File: config.mk
export PLATFORM = sky130hd
export DESIGN_NAME = pixel_stream_receiver_flat
export DESIGN_NICKNAME = d
export VERILOG_FILES = /design/src/rtl/pixel_stream_receiver_pkg.sv /design/src/rtl/pixel_stream_receiver_if.sv /design/src/rtl/pixel_stream_receiver_unpacker.sv /design/src/rtl/pixel_stream_receiver.sv /design/src/flat_wrapper.sv
export SDC_FILE = /design/constraint.sdc
export NUM_CORES = 1
export LEC_CHECK = 0
export BUFFER_PORTS_ARGS = -buffer_cell sky130_fd_sc_hd__buf_2
export CAP_MARGIN = 0
export CORE_ASPECT_RATIO = 1.4
export CORE_MARGIN = 3
export CORE_UTILIZATION = 38
export DETAILED_ROUTE_END_ITERATION = 10
export GPL_TIMING_DRIVEN = 1
export SLEW_MARGIN = 30
export SYNTH_ARGS = -nofsm -noshare
export SYNTH_HDL_FRONTEND = slang
export SYNTH_SLANG_ARGS = --single-unit
File: constraint.sdc
create_clock -name aclk -period 5 [get_ports aclk]
set_clock_uncertainty 0.1 [all_clocks]
set_input_delay 0.5 -clock aclk [delete_from_list [all_inputs] [get_ports aclk]]
set_output_delay 0.5 -clock aclk [all_outputs]
set_load 0.005 [all_outputs]
File: src/rtl/pixel_stream_receiver_pkg.sv
// Shared widths, state encoding and geometry defaults for the packed-RGB stream sink.
package pixel_stream_receiver_pkg;

  localparam int STREAM_W   = 32;
  localparam int KEEP_W     = 4;
  localparam int PIX_W      = 24;
  localparam int COORD_W    = 11;
  localparam int X_SIZE_DEF = 1920;
  localparam int Y_SIZE_DEF = 1080;

  typedef enum logic [2:0] {
    SYNC  = 3'd0,
    W0    = 3'd1,
    W1    = 3'd2,
    W2    = 3'd3,
    EMIT3 = 3'd4
  } rx_state_t;

  // Three bus words carry four pixels, so a line is X_SIZE*3/4 words long.
  function automatic int words_per_line(input int x_size);
    return x_size * 3 / 4;
  endfunction

endpackage

File: src/rtl/pixel_stream_receiver_if.sv
// AXI4-Stream input and valid/ready pixel output of the stream sink.
interface pixel_stream_receiver_if;
  import pixel_stream_receiver_pkg::*;

  logic [STREAM_W-1:0] in_stream_tdata;
  logic [KEEP_W-1:0]   in_stream_tkeep;
  logic                in_stream_tlast;
  logic                in_stream_tuser;
  logic                in_stream_tvalid;
  logic                in_stream_tready;

  logic [7:0]          pix_r;
  logic [7:0]          pix_g;
  logic [7:0]          pix_b;
  logic [COORD_W-1:0]  pix_x;
  logic [COORD_W-1:0]  pix_y;
  logic                pix_sof;
  logic                pix_eol;
  logic                pix_valid;
  logic                pix_ready;

  modport slave (
    input  in_stream_tdata, in_stream_tkeep, in_stream_tlast, in_stream_tuser,
           in_stream_tvalid, pix_ready,
    output in_stream_tready, pix_r, pix_g, pix_b, pix_x, pix_y, pix_sof,
           pix_eol, pix_valid
  );

  modport master (
    output in_stream_tdata, in_stream_tkeep, in_stream_tlast, in_stream_tuser,
           in_stream_tvalid, pix_ready,
    input  in_stream_tready, pix_r, pix_g, pix_b, pix_x, pix_y, pix_sof,
           pix_eol, pix_valid
  );

endinterface

File: src/rtl/pixel_stream_receiver_unpacker.sv
// Steers bytes of each 32-bit word into 24-bit pixels; the residue holds the split pixel.
module pixel_stream_receiver_unpacker
  import pixel_stream_receiver_pkg::*;
(
  input  logic                aclk,
  input  logic                aresetn,
  input  rx_state_t           phase,
  input  logic                word_load,
  input  logic [STREAM_W-1:0] word,
  output logic [PIX_W-1:0]    pixel
);

  logic [PIX_W-1:0] residue;

  always_comb begin
    pixel = residue;
    case (phase)
      W0:      pixel = word[23:0];
      W1:      pixel = {word[15:0], residue[7:0]};
      W2:      pixel = {word[7:0], residue[15:0]};
      default: pixel = residue;
    endcase
  end

  // After W2 the residue is a whole pixel (P3), drained during EMIT3.
  always_ff @(posedge aclk or negedge aresetn) begin
    if (!aresetn) begin
      residue <= '0;
    end else if (word_load) begin
      case (phase)
        W0:      residue <= {16'd0, word[31:24]};
        W1:      residue <= {8'd0, word[31:16]};
        W2:      residue <= word[31:8];
        default: residue <= residue;
      endcase
    end
  end

endmodule

File: src/rtl/pixel_stream_receiver.sv
// AXI4-Stream packed-RGB video sink: unpacks pixels, tracks frame geometry,
// counts frames and checksums each completed frame.
module pixel_stream_receiver
  import pixel_stream_receiver_pkg::*;
#(
  parameter int X_SIZE = X_SIZE_DEF,
  parameter int Y_SIZE = Y_SIZE_DEF,
  parameter int CNT_W  = 16
) (
  input  logic                   aclk,
  input  logic                   aresetn,
  pixel_stream_receiver_if.slave bus,
  input  logic                   err_clear,
  output logic [CNT_W-1:0]       frame_count,
  output logic [31:0]            checksum,
  output logic                   checksum_valid,
  output logic                   err_sof,
  output logic                   err_eol,
  output logic                   err_keep
);

  localparam logic [COORD_W-1:0] LAST_X   = COORD_W'(X_SIZE - 1);
  localparam logic [COORD_W-1:0] LAST_Y   = COORD_W'(Y_SIZE - 1);
  localparam logic [COORD_W-1:0] EOL_P2_X = COORD_W'(words_per_line(X_SIZE) / 3 * 4 - 2);

  rx_state_t          state;
  rx_state_t          grp;
  logic               ready_en;
  logic               out_free;
  logic               word_acc;
  logic               at_origin;
  logic               restart;
  logic               processed;
  logic               load_px;
  logic               exp_last;
  logic               last_x;
  logic               last_y;
  logic               sof_set;
  logic               eol_set;
  logic               keep_set;
  logic [COORD_W-1:0] cur_x;
  logic [COORD_W-1:0] cur_y;
  logic [COORD_W-1:0] load_x;
  logic [COORD_W-1:0] load_y;
  logic [31:0]        run_sum;
  logic [31:0]        sum_next;
  logic [PIX_W-1:0]   pixel;

  // ready_en keeps tready low through reset and the first cycle after it.
  assign out_free             = !bus.pix_valid || bus.pix_ready;
  assign bus.in_stream_tready = ready_en && out_free && (state != EMIT3);
  assign word_acc             = bus.in_stream_tvalid && bus.in_stream_tready;
  assign at_origin            = (cur_x == '0) && (cur_y == '0);

  // A tuser word anywhere except the expected frame start restarts at (0,0).
  assign restart   = word_acc && bus.in_stream_tuser && !((state == W0) && at_origin);
  assign processed = word_acc && ((state != SYNC) || bus.in_stream_tuser);
  assign grp       = restart ? W0 : state;
  assign load_px   = processed || ((state == EMIT3) && out_free);
  assign load_x    = restart ? '0 : cur_x;
  assign load_y    = restart ? '0 : cur_y;
  assign last_x    = (load_x == LAST_X);
  assign last_y    = (load_y == LAST_Y);
  assign exp_last  = (grp == W2) && (load_x == EOL_P2_X);
  assign sum_next  = (restart ? 32'd0 : run_sum) + {8'd0, pixel};

  assign sof_set  = word_acc && (state != SYNC) &&
                    (bus.in_stream_tuser != ((state == W0) && at_origin));
  assign eol_set  = processed && (bus.in_stream_tlast != exp_last);
  assign keep_set = word_acc && (bus.in_stream_tkeep != '1);

  pixel_stream_receiver_unpacker u_unpacker (
    .aclk      (aclk),
    .aresetn   (aresetn),
    .phase     (grp),
    .word_load (processed),
    .word      (bus.in_stream_tdata),
    .pixel     (pixel)
  );

  always_ff @(posedge aclk or negedge aresetn) begin
    if (!aresetn) begin
      state          <= SYNC;
      ready_en       <= 1'b0;
      cur_x          <= '0;
      cur_y          <= '0;
      run_sum        <= '0;
      bus.pix_r      <= '0;
      bus.pix_g      <= '0;
      bus.pix_b      <= '0;
      bus.pix_x      <= '0;
      bus.pix_y      <= '0;
      bus.pix_sof    <= 1'b0;
      bus.pix_eol    <= 1'b0;
      bus.pix_valid  <= 1'b0;
      frame_count    <= '0;
      checksum       <= '0;
      checksum_valid <= 1'b0;
      err_sof        <= 1'b0;
      err_eol        <= 1'b0;
      err_keep       <= 1'b0;
    end else begin
      ready_en       <= 1'b1;
      checksum_valid <= 1'b0;

      if (processed) begin
        case (grp)
          W0:      state <= W1;
          W1:      state <= W2;
          default: state <= EMIT3;
        endcase
      end else if ((state == EMIT3) && out_free) begin
        state <= W0;
      end

      if (load_px) begin
        {bus.pix_r, bus.pix_g, bus.pix_b} <= pixel;
        bus.pix_x     <= load_x;
        bus.pix_y     <= load_y;
        bus.pix_sof   <= (load_x == '0) && (load_y == '0);
        bus.pix_eol   <= last_x;
        bus.pix_valid <= 1'b1;
        cur_x         <= last_x ? '0 : load_x + COORD_W'(1);
        if (last_x) cur_y <= last_y ? '0 : load_y + COORD_W'(1);
        else        cur_y <= load_y;
        if (last_x && last_y) begin
          frame_count    <= frame_count + CNT_W'(1);
          checksum       <= sum_next;
          checksum_valid <= 1'b1;
          run_sum        <= '0;
        end else begin
          run_sum <= sum_next;
        end
      end else if (bus.pix_ready) begin
        bus.pix_valid <= 1'b0;
      end

      err_sof  <= !err_clear && (err_sof  || sof_set);
      err_eol  <= !err_clear && (err_eol  || eol_set);
      err_keep <= !err_clear && (err_keep || keep_set);
    end
  end

endmodule

File: src/flat_wrapper.sv
// flat-port wrapper written by rule: the top's interface ports become plain ports
module pixel_stream_receiver_flat import pixel_stream_receiver_pkg::*;
#(
  parameter int X_SIZE = X_SIZE_DEF,
  parameter int Y_SIZE = Y_SIZE_DEF,
  parameter int CNT_W  = 16
)
  (aclk, aresetn, err_clear, frame_count, checksum, checksum_valid, err_sof, err_eol, err_keep, bus_in_stream_tdata, bus_in_stream_tkeep, bus_in_stream_tlast, bus_in_stream_tuser, bus_in_stream_tvalid, bus_pix_ready, bus_in_stream_tready, bus_pix_r, bus_pix_g, bus_pix_b, bus_pix_x, bus_pix_y, bus_pix_sof, bus_pix_eol, bus_pix_valid);
  pixel_stream_receiver_if bus_i ();
  input  logic aclk;
  input  logic aresetn;
  input  logic err_clear;
  output logic [CNT_W-1:0] frame_count;
  output logic [31:0] checksum;
  output logic checksum_valid;
  output logic err_sof;
  output logic err_eol;
  output logic err_keep;
  input wire logic [$bits(bus_i.in_stream_tdata)-1:0] bus_in_stream_tdata;
  input wire logic [$bits(bus_i.in_stream_tkeep)-1:0] bus_in_stream_tkeep;
  input wire logic [$bits(bus_i.in_stream_tlast)-1:0] bus_in_stream_tlast;
  input wire logic [$bits(bus_i.in_stream_tuser)-1:0] bus_in_stream_tuser;
  input wire logic [$bits(bus_i.in_stream_tvalid)-1:0] bus_in_stream_tvalid;
  input wire logic [$bits(bus_i.pix_ready)-1:0] bus_pix_ready;
  output wire logic [$bits(bus_i.in_stream_tready)-1:0] bus_in_stream_tready;
  output wire logic [$bits(bus_i.pix_r)-1:0] bus_pix_r;
  output wire logic [$bits(bus_i.pix_g)-1:0] bus_pix_g;
  output wire logic [$bits(bus_i.pix_b)-1:0] bus_pix_b;
  output wire logic [$bits(bus_i.pix_x)-1:0] bus_pix_x;
  output wire logic [$bits(bus_i.pix_y)-1:0] bus_pix_y;
  output wire logic [$bits(bus_i.pix_sof)-1:0] bus_pix_sof;
  output wire logic [$bits(bus_i.pix_eol)-1:0] bus_pix_eol;
  output wire logic [$bits(bus_i.pix_valid)-1:0] bus_pix_valid;
  assign bus_i.in_stream_tdata = bus_in_stream_tdata;
  assign bus_i.in_stream_tkeep = bus_in_stream_tkeep;
  assign bus_i.in_stream_tlast = bus_in_stream_tlast;
  assign bus_i.in_stream_tuser = bus_in_stream_tuser;
  assign bus_i.in_stream_tvalid = bus_in_stream_tvalid;
  assign bus_i.pix_ready = bus_pix_ready;
  assign bus_in_stream_tready = bus_i.in_stream_tready;
  assign bus_pix_r = bus_i.pix_r;
  assign bus_pix_g = bus_i.pix_g;
  assign bus_pix_b = bus_i.pix_b;
  assign bus_pix_x = bus_i.pix_x;
  assign bus_pix_y = bus_i.pix_y;
  assign bus_pix_sof = bus_i.pix_sof;
  assign bus_pix_eol = bus_i.pix_eol;
  assign bus_pix_valid = bus_i.pix_valid;
  pixel_stream_receiver #(.X_SIZE(X_SIZE), .Y_SIZE(Y_SIZE), .CNT_W(CNT_W)) u_core (.aclk(aclk), .aresetn(aresetn), .bus(bus_i), .err_clear(err_clear), .frame_count(frame_count), .checksum(checksum), .checksum_valid(checksum_valid), .err_sof(err_sof), .err_eol(err_eol), .err_keep(err_keep));
endmodule
# Word level (Yosys, flattened, before mapping)
# Cells that the tools add are included.
[classes]
add_sub_neg = 4
eq_ne = 12
n_mux = 17
n_reduce_logical = 38
[op_table]
columns = ["cell", "n"]
rows = [
  ["$pmux 24 s3", 2],
  ["$mux 32", 2],
  ["$mux 11", 5],
  ["$logic_not 11->1", 4],
  ["$eq 11x11->1 const B", 3],
  ["$add 32x24->32", 1],
  ["$add 11x1->11 const B", 2],
  ["$logic_and 1x1->1", 19],
  ["$add 16x1->16 const B", 1],
  ["$mux 3", 3],
  ["$eq 3x1->1 const B", 2],
  ["$eq 3x2->1 const B", 2],
  ["$logic_or 1x1->1", 6],
  ["$pmux 3 s2", 1],
  ["$reduce_bool 3->1", 2],
  ["$mux 1", 4],
  ["$ne 4x4->1 const B", 1],
  ["$reduce_and 2->1", 2],
  ["$reduce_bool 2->1", 2],
  ["$eq 3x3->1 const B", 1],
  ["$logic_not 1->1", 3],
  ["$ne 3x3->1 const B", 1],
  ["$ne 1x1->1", 2],
]
[word_totals]
regBits = 183
out_inout_bits = 102

# Logic depth before layout (Yosys ltp)
[logic_depth]
word_depth = 14
mapped_depth = 18

# Hierarchy
# A second synthesis with hierarchy kept.
[unflattened]
hier_cells = 1154
hier_area_um2 = 10556.4
[modules_own_cells]
columns = ["mod", "n_inst", "cells_each", "area_each_um2", "seq_area_each_um2"]
rows = [
  ["pixel_stream_receiver", 1, 934, 8564.5, 3978.8],
  ["pixel_stream_receiver_unpacker", 1, 220, 1991.9, 600.6],
]

# Least setup slack after synthesis
# Ideal clock, no wire load.
[synth_timing]
path_type = "register -> register"
startpoint = "register u_core.cur_y[7]"
endpoint = "register u_core.run_sum[30]"
setup_time_ps = 87
t_arrival_ps = 4017
required_time_ps = 4813
path_slack_ps = 796
stages_incl_launch_ff = 17
path_buffers = 2
synth_period_minus_slack_ps = 4204
path_cell_list = "dfrtp_1 -> nor4_2 -> nand4b_2 -> o311ai_4 -> buf_6 -> clkbuf_1 -> and2_1 -> ha_1 -> inv_1 -> fa_1 -> nor2b_1 -> o211ai_1 -> a21boi_0 -> o21ai_1 -> a31o_2 -> or4_1 -> o211ai_1"
[synth_via]
elab_chain_cells = 10
elab_cells_between_ends = 18
cone_classes = "1 x add/sub; 5 x eq/ne; 6 x mux; 6 x reduce/logical"
[synth_rtl]
columns = ["item", "line_no", "rtl"]
rows = [
  ["start: declaration", "pixel_stream_receiver.sv:42", "logic [COORD_W-1:0] cur_y;"],
  ["start signal: assignment", "pixel_stream_receiver.sv:124", "if (last_x) cur_y <= last_y ? '0 : load_y + COORD_W'(1);"],
  ["start signal: assignment", "pixel_stream_receiver.sv:125", "else cur_y <= load_y;"],
  ["$logic_not 11->1", "pixel_stream_receiver.sv:53", "assign at_origin = (cur_x == '0) && (cur_y == '0);"],
  ["$logic_and 1x1->1", "pixel_stream_receiver.sv:53", ""],
  ["$logic_and 1x1->1", "pixel_stream_receiver.sv:56", "assign restart = word_acc && bus.in_stream_tuser && !((state == W0) && at_origin);"],
  ["$logic_not 1->1", "pixel_stream_receiver.sv:56", ""],
  ["$logic_and 1x1->1", "pixel_stream_receiver.sv:56", ""],
  ["$mux 3", "pixel_stream_receiver.sv:58", "assign grp = restart ? W0 : state;"],
  ["$eq 3x2->1 / $eq 3x1->1 (equally long branches)", "pixel_stream_receiver_unpacker.sv:17", "case (phase)"],
  ["$pmux 24 s3", "pixel_stream_receiver_unpacker.sv:17", ""],
  ["$add 32x24->32", "pixel_stream_receiver.sv:65", "assign sum_next = (restart ? 32'd0 : run_sum) + {8'd0, pixel};"],
  ["$mux 32 (*)", "pixel_stream_receiver.sv:126", "if (last_x && last_y) begin"],
  ["end signal: assignment", "pixel_stream_receiver.sv:132", "run_sum <= sum_next;"],
  ["end: declaration", "pixel_stream_receiver.sv:45", "logic [31:0] run_sum;"],
]
# Every way passes the cells marked *; elsewhere a longest branch is shown, timed or not.
# A chain may end at the register's enable or synchronous reset.

# Worst setup path after layout
[layout_timing]
startpoint = "register u_core.state[2]"
endpoint = "register u_core.run_sum[23]"
[layout_via]
elab_chain_cells = 10
elab_cells_between_ends = 27
cone_classes = "1 x add/sub; 8 x eq/ne; 6 x mux; 12 x reduce/logical"
[layout_rtl]
columns = ["item", "line_no", "rtl"]
rows = [
  ["start: declaration", "pixel_stream_receiver.sv:26", "rx_state_t state;"],
  ["start signal: assignment", "pixel_stream_receiver.sv:83", "state <= SYNC;"],
  ["start signal: assignment", "pixel_stream_receiver.sv:108", "W0: state <= W1;"],
  ["start signal: assignment", "pixel_stream_receiver.sv:109", "W1: state <= W2;"],
  ["$ne 3x3->1", "pixel_stream_receiver.sv:51", "assign bus.in_stream_tready = ready_en && out_free && (state != EMIT3);"],
  ["$logic_and 1x1->1", "pixel_stream_receiver.sv:51", ""],
  ["$logic_and 1x1->1", "pixel_stream_receiver.sv:52", "assign word_acc = bus.in_stream_tvalid && bus.in_stream_tready;"],
  ["$logic_and 1x1->1 (2 in series)", "pixel_stream_receiver.sv:56", ""],
  ["$mux 3 (*)", "pixel_stream_receiver.sv:58", ""],
  ["$eq 3x2->1 / $eq 3x1->1 (equally long branches)", "pixel_stream_receiver_unpacker.sv:17", ""],
  ["$pmux 24 s3 (*)", "pixel_stream_receiver_unpacker.sv:17", ""],
  ["named net u_core.pixel[1]", "pixel_stream_receiver.sv:47", "logic [PIX_W-1:0] pixel;"],
  ["$add 32x24->32 (*)", "pixel_stream_receiver.sv:65", ""],
  ["$mux 32 (*)", "pixel_stream_receiver.sv:126", ""],
]
# The timed path passes the listed nets; every way through them passes the cells marked *.

==> flow_summary.toml <==
[run_status]
status = "finished clean"

[worst_setup_path]
crit_fanout = 13
reg2reg_from = "u_core.state[2]"
r2r_end = "u_core.run_sum[23]"
critPathArrivalTime_ps = 4890
ff2ff_path_depth = 15
critPathCaptureType = "flop"
cp-startpoint = "u_core.state[2]"
worstSetupEndpoint = "u_core.run_sum[23]"
crit_required_ps = 5230
worstSetupPathType = "reg -> reg"
critPathLaunchType = "flop"
worst-r2r-setup-slack_ps = 340

[timing]
worst_slew_pin_slew_ps = 869
max_freq_mhz = 214
relSlewSlack = 0.421
fin_tns_setup_ps = 0
drv_slew = 0
min_period_over_period = 0.933
setup_violations = 0
final-hold-violation-count = 0
rsz0062_at_grt = "false"
min_period_ps = 4660

[route]
drc = 0
drtIter0Drc = 510
viasPerCell = 5.54
ant_nets = 0
vias = 8462
wirelength_um = 29600
drt_first_pass_iters = 5
wl_per_cell_um = 19.3

[layout]
nets = 1270
syn_to_final_growth_pct = 16.7
finalInstanceArea_sq_um = 11700
antenna_cells = 0
nFillCells = 2563
drive_gt1_frac = 0.214

[synthesis]
synth-edff-count = 0
synth_top_cell_by_area = "dfrtp_1"
netlist_instances = 1070
yosysMostFrequentCell = "nand2_1"
async_reset_ff_frac = 1.00
syn_nets = 1144
syn_area_sq_um = 10000
synthFlopType = "dfrtp_1"
ys_top_cells_by_area = "dfrtp_1 46%, nand2_1 7.3%, mux2_2 4.3%, o21ai_0 4.2%, ha_1 3.7%"
avgSynthCellArea_sq_um = 9.37
synth_warnings = 0
ys_types = 74
yosys.area.top_type_share = 0.457
ys_ff_latch = 183
ys_seq_area_frac = 0.457
synthTopCellsByCount = "196 x nand2_1, 183 x dfrtp_1, 84 x o21ai_0"

[clock_network]
cts_hold_buf = 0
post_cts_buffers = 0
clock_path_buffers = 2
numClockSinks = 183
cts_root_buf = "clkbuf_16"
cts_tree = "yes"
clkLatencyLatePin_ps = 440
cts_buffers = 17
path_clk_slew_ps = 70
cts_resized = 0
htreeDepth = 4

[flow_run]
max_cap_violations = 0

[floorplan]
dieArea_sq_um = 28400
die_h_um = 198
initial_core_util = 0.390
ioPinCount = 145
num_rows = 69
coreArea_sq_um = 25700
die_x_um = 143

[place]
portBuffers = 144
routabilityCongestion = 0.937
dp_hpwl_um = 21800
dpl_cell_area_sq_um = 11100

[power_and_ir_drop]
pwr-share-comb = 0.508
p_leak_nw = 5.69
finalPower_mw = 7.12
powerDensity_nw_per_um2 = 608
p_int_mw = 3.97
p_switching_mw = 3.15
clockPowerShare = 0.192
vdd_ir_drop_max_mv = 0.303
switching_share = 0.443
p_seq_frac = 0.300

[global_route]
grt_usage = 0.210
grt_max_degree = 102
antenna_found_initial = 0
grt_first_pass_wirelength_um = 46600
gr-total-overflow = 0
first_global_vias = 8455

[min_path]
hp-class = "in -> async"
[per-stage QoR]
| stage | instances | hold WS (ps) | utilization | setup WS, ps |
|---|---|---|---|---|
| 6_report | 1528 | 20.6 | 0.455 | 336 |
| 5_1_grt | 1528 | 87.3 | 0.455 | 23.4 |
| 4_1_cts | 1527 | 83.3 | 0.454 | 362 |
| 3_5_place_dp | 1495 | 350 | 0.431 | 304 |
| 3_3_place_gp | 1495 | 344 | 0.431 | 445 |
| 2_1_floorplan | 1070 | 104 | - | 796 |
[cell families (layout without fill, tap and decap cells)]
| logic type | Yosys count | in the layout | share of synthesized area |
|---|---|---|---|
| and+or+nand+nor | 406 | 406 | 0.193 |
| AOI/OAI and AO/OA | 259 | 259 | 0.171 |
| DFF | 183 | 183 | 0.457 |
| buffers and inverters | 86 | 225 | 0.0361 |
| muxes | 61 | 61 | 0.0656 |
| xor gates and xnor gates | 42 | 42 | 0.0367 |
| adders and majority gates | 32 | 32 | 0.0404 |
| other | 1 | 1 | 0.000374 |
[cell type report]
type	instances	area (sq um)	share of cell area
Multi-Input combinational cell	801	5100	0.436
Sequential cell	183	4580	0.391
Timing Repair Buffer	165	920	0.0786
Inverter	28	105	0.00898
Clock buffer	18	439	0.0375
Clock inverter	14	154	0.0132
Tap cell	319	399	0.0341
[registers in the layout (all words and copies together) (netlist names), 3 cells and up]
register,count
u_core.cur_y,11
u_core.bus.pix_b,8
u_core.u_unpacker.residue,24
u_core.checksum,32
u_core.state,3
u_core.frame_count,16
u_core.bus.pix_y,11
u_core.bus.pix_r,8
u_core.bus.pix_g,8
u_core.cur_x,11
u_core.bus.pix_x,11
u_core.run_sum,32
[worst max-delay path, stage by stage, from the launching register on]
cell      delay [ps]
dfrtp_1          480
or3b_1           390
and4_4           240
nand2_2          150
nand2_2          210
buf_4            240
mux2i_1          420
inv_1            100
ha_1             300
a21oi_1          210
o211ai_1         210
nand4_1          220
nand2_1          170
a211oi_1         530
o21ai_0          270
a32o_1           310
[how the worst min path moves through the flow]
stage	from	slack (ps)	endpoint
after floorplan	aresetn	100	u_core.bus.pix_b[0]
after global placement	u_core.bus.pix_x[8]	340	u_core.bus.pix_x[8]
after detailed placement	u_core.bus.pix_x[8]	350	u_core.bus.pix_x[8]
after CTS	aresetn	80	u_core.bus.pix_x[7]
after global routing	aresetn	90	u_core.cur_x[10]
final	aresetn	20	u_core.cur_x[10]
[layer usage]
metal | vias up | global-route usage | share of wire
met4 | 0 | 0.0907 | 0.040
met1 | 4070 | 0.250 | 0.40
met5 | - | 0 | 0
met2 | 242 | 0.375 | 0.53
met3 | 69 | 0.0329 | 0.037
li1 | 4081 | - | -
[power by group through the flow]
stage	sequential (mW)	combinational, mW	clock [mW]
CTS	2.13	3.63	1.41
detailed placement	2.16	3.61	0
global placement	2.16	3.60	0
finish	2.13	3.62	1.37
floorplan	2.05	2.53	0
global route	2.17	4.03	1.47
[layout by cell type, fill, tap and decap left out, types with 27 or more instances in the layout]
| cell | synthesis | layout |
|---|---|---|
| mux2_2 | 38 | 38 |
| and2_1 | 27 | 27 |
| inv_1 | 27 | 27 |
| o21ai_0 | 84 | 84 |
| buf_2 | 22 | 143 |
| a21oi_1 | 38 | 38 |
| nand3_1 | 39 | 39 |
| ha_1 | 30 | 30 |
| nor2_1 | 53 | 52 |
| xnor2_1 | 36 | 36 |
| dfrtp_1 | 183 | 183 |
| nand2_1 | 196 | 196 |
Power figures use the tool's default switching activity.
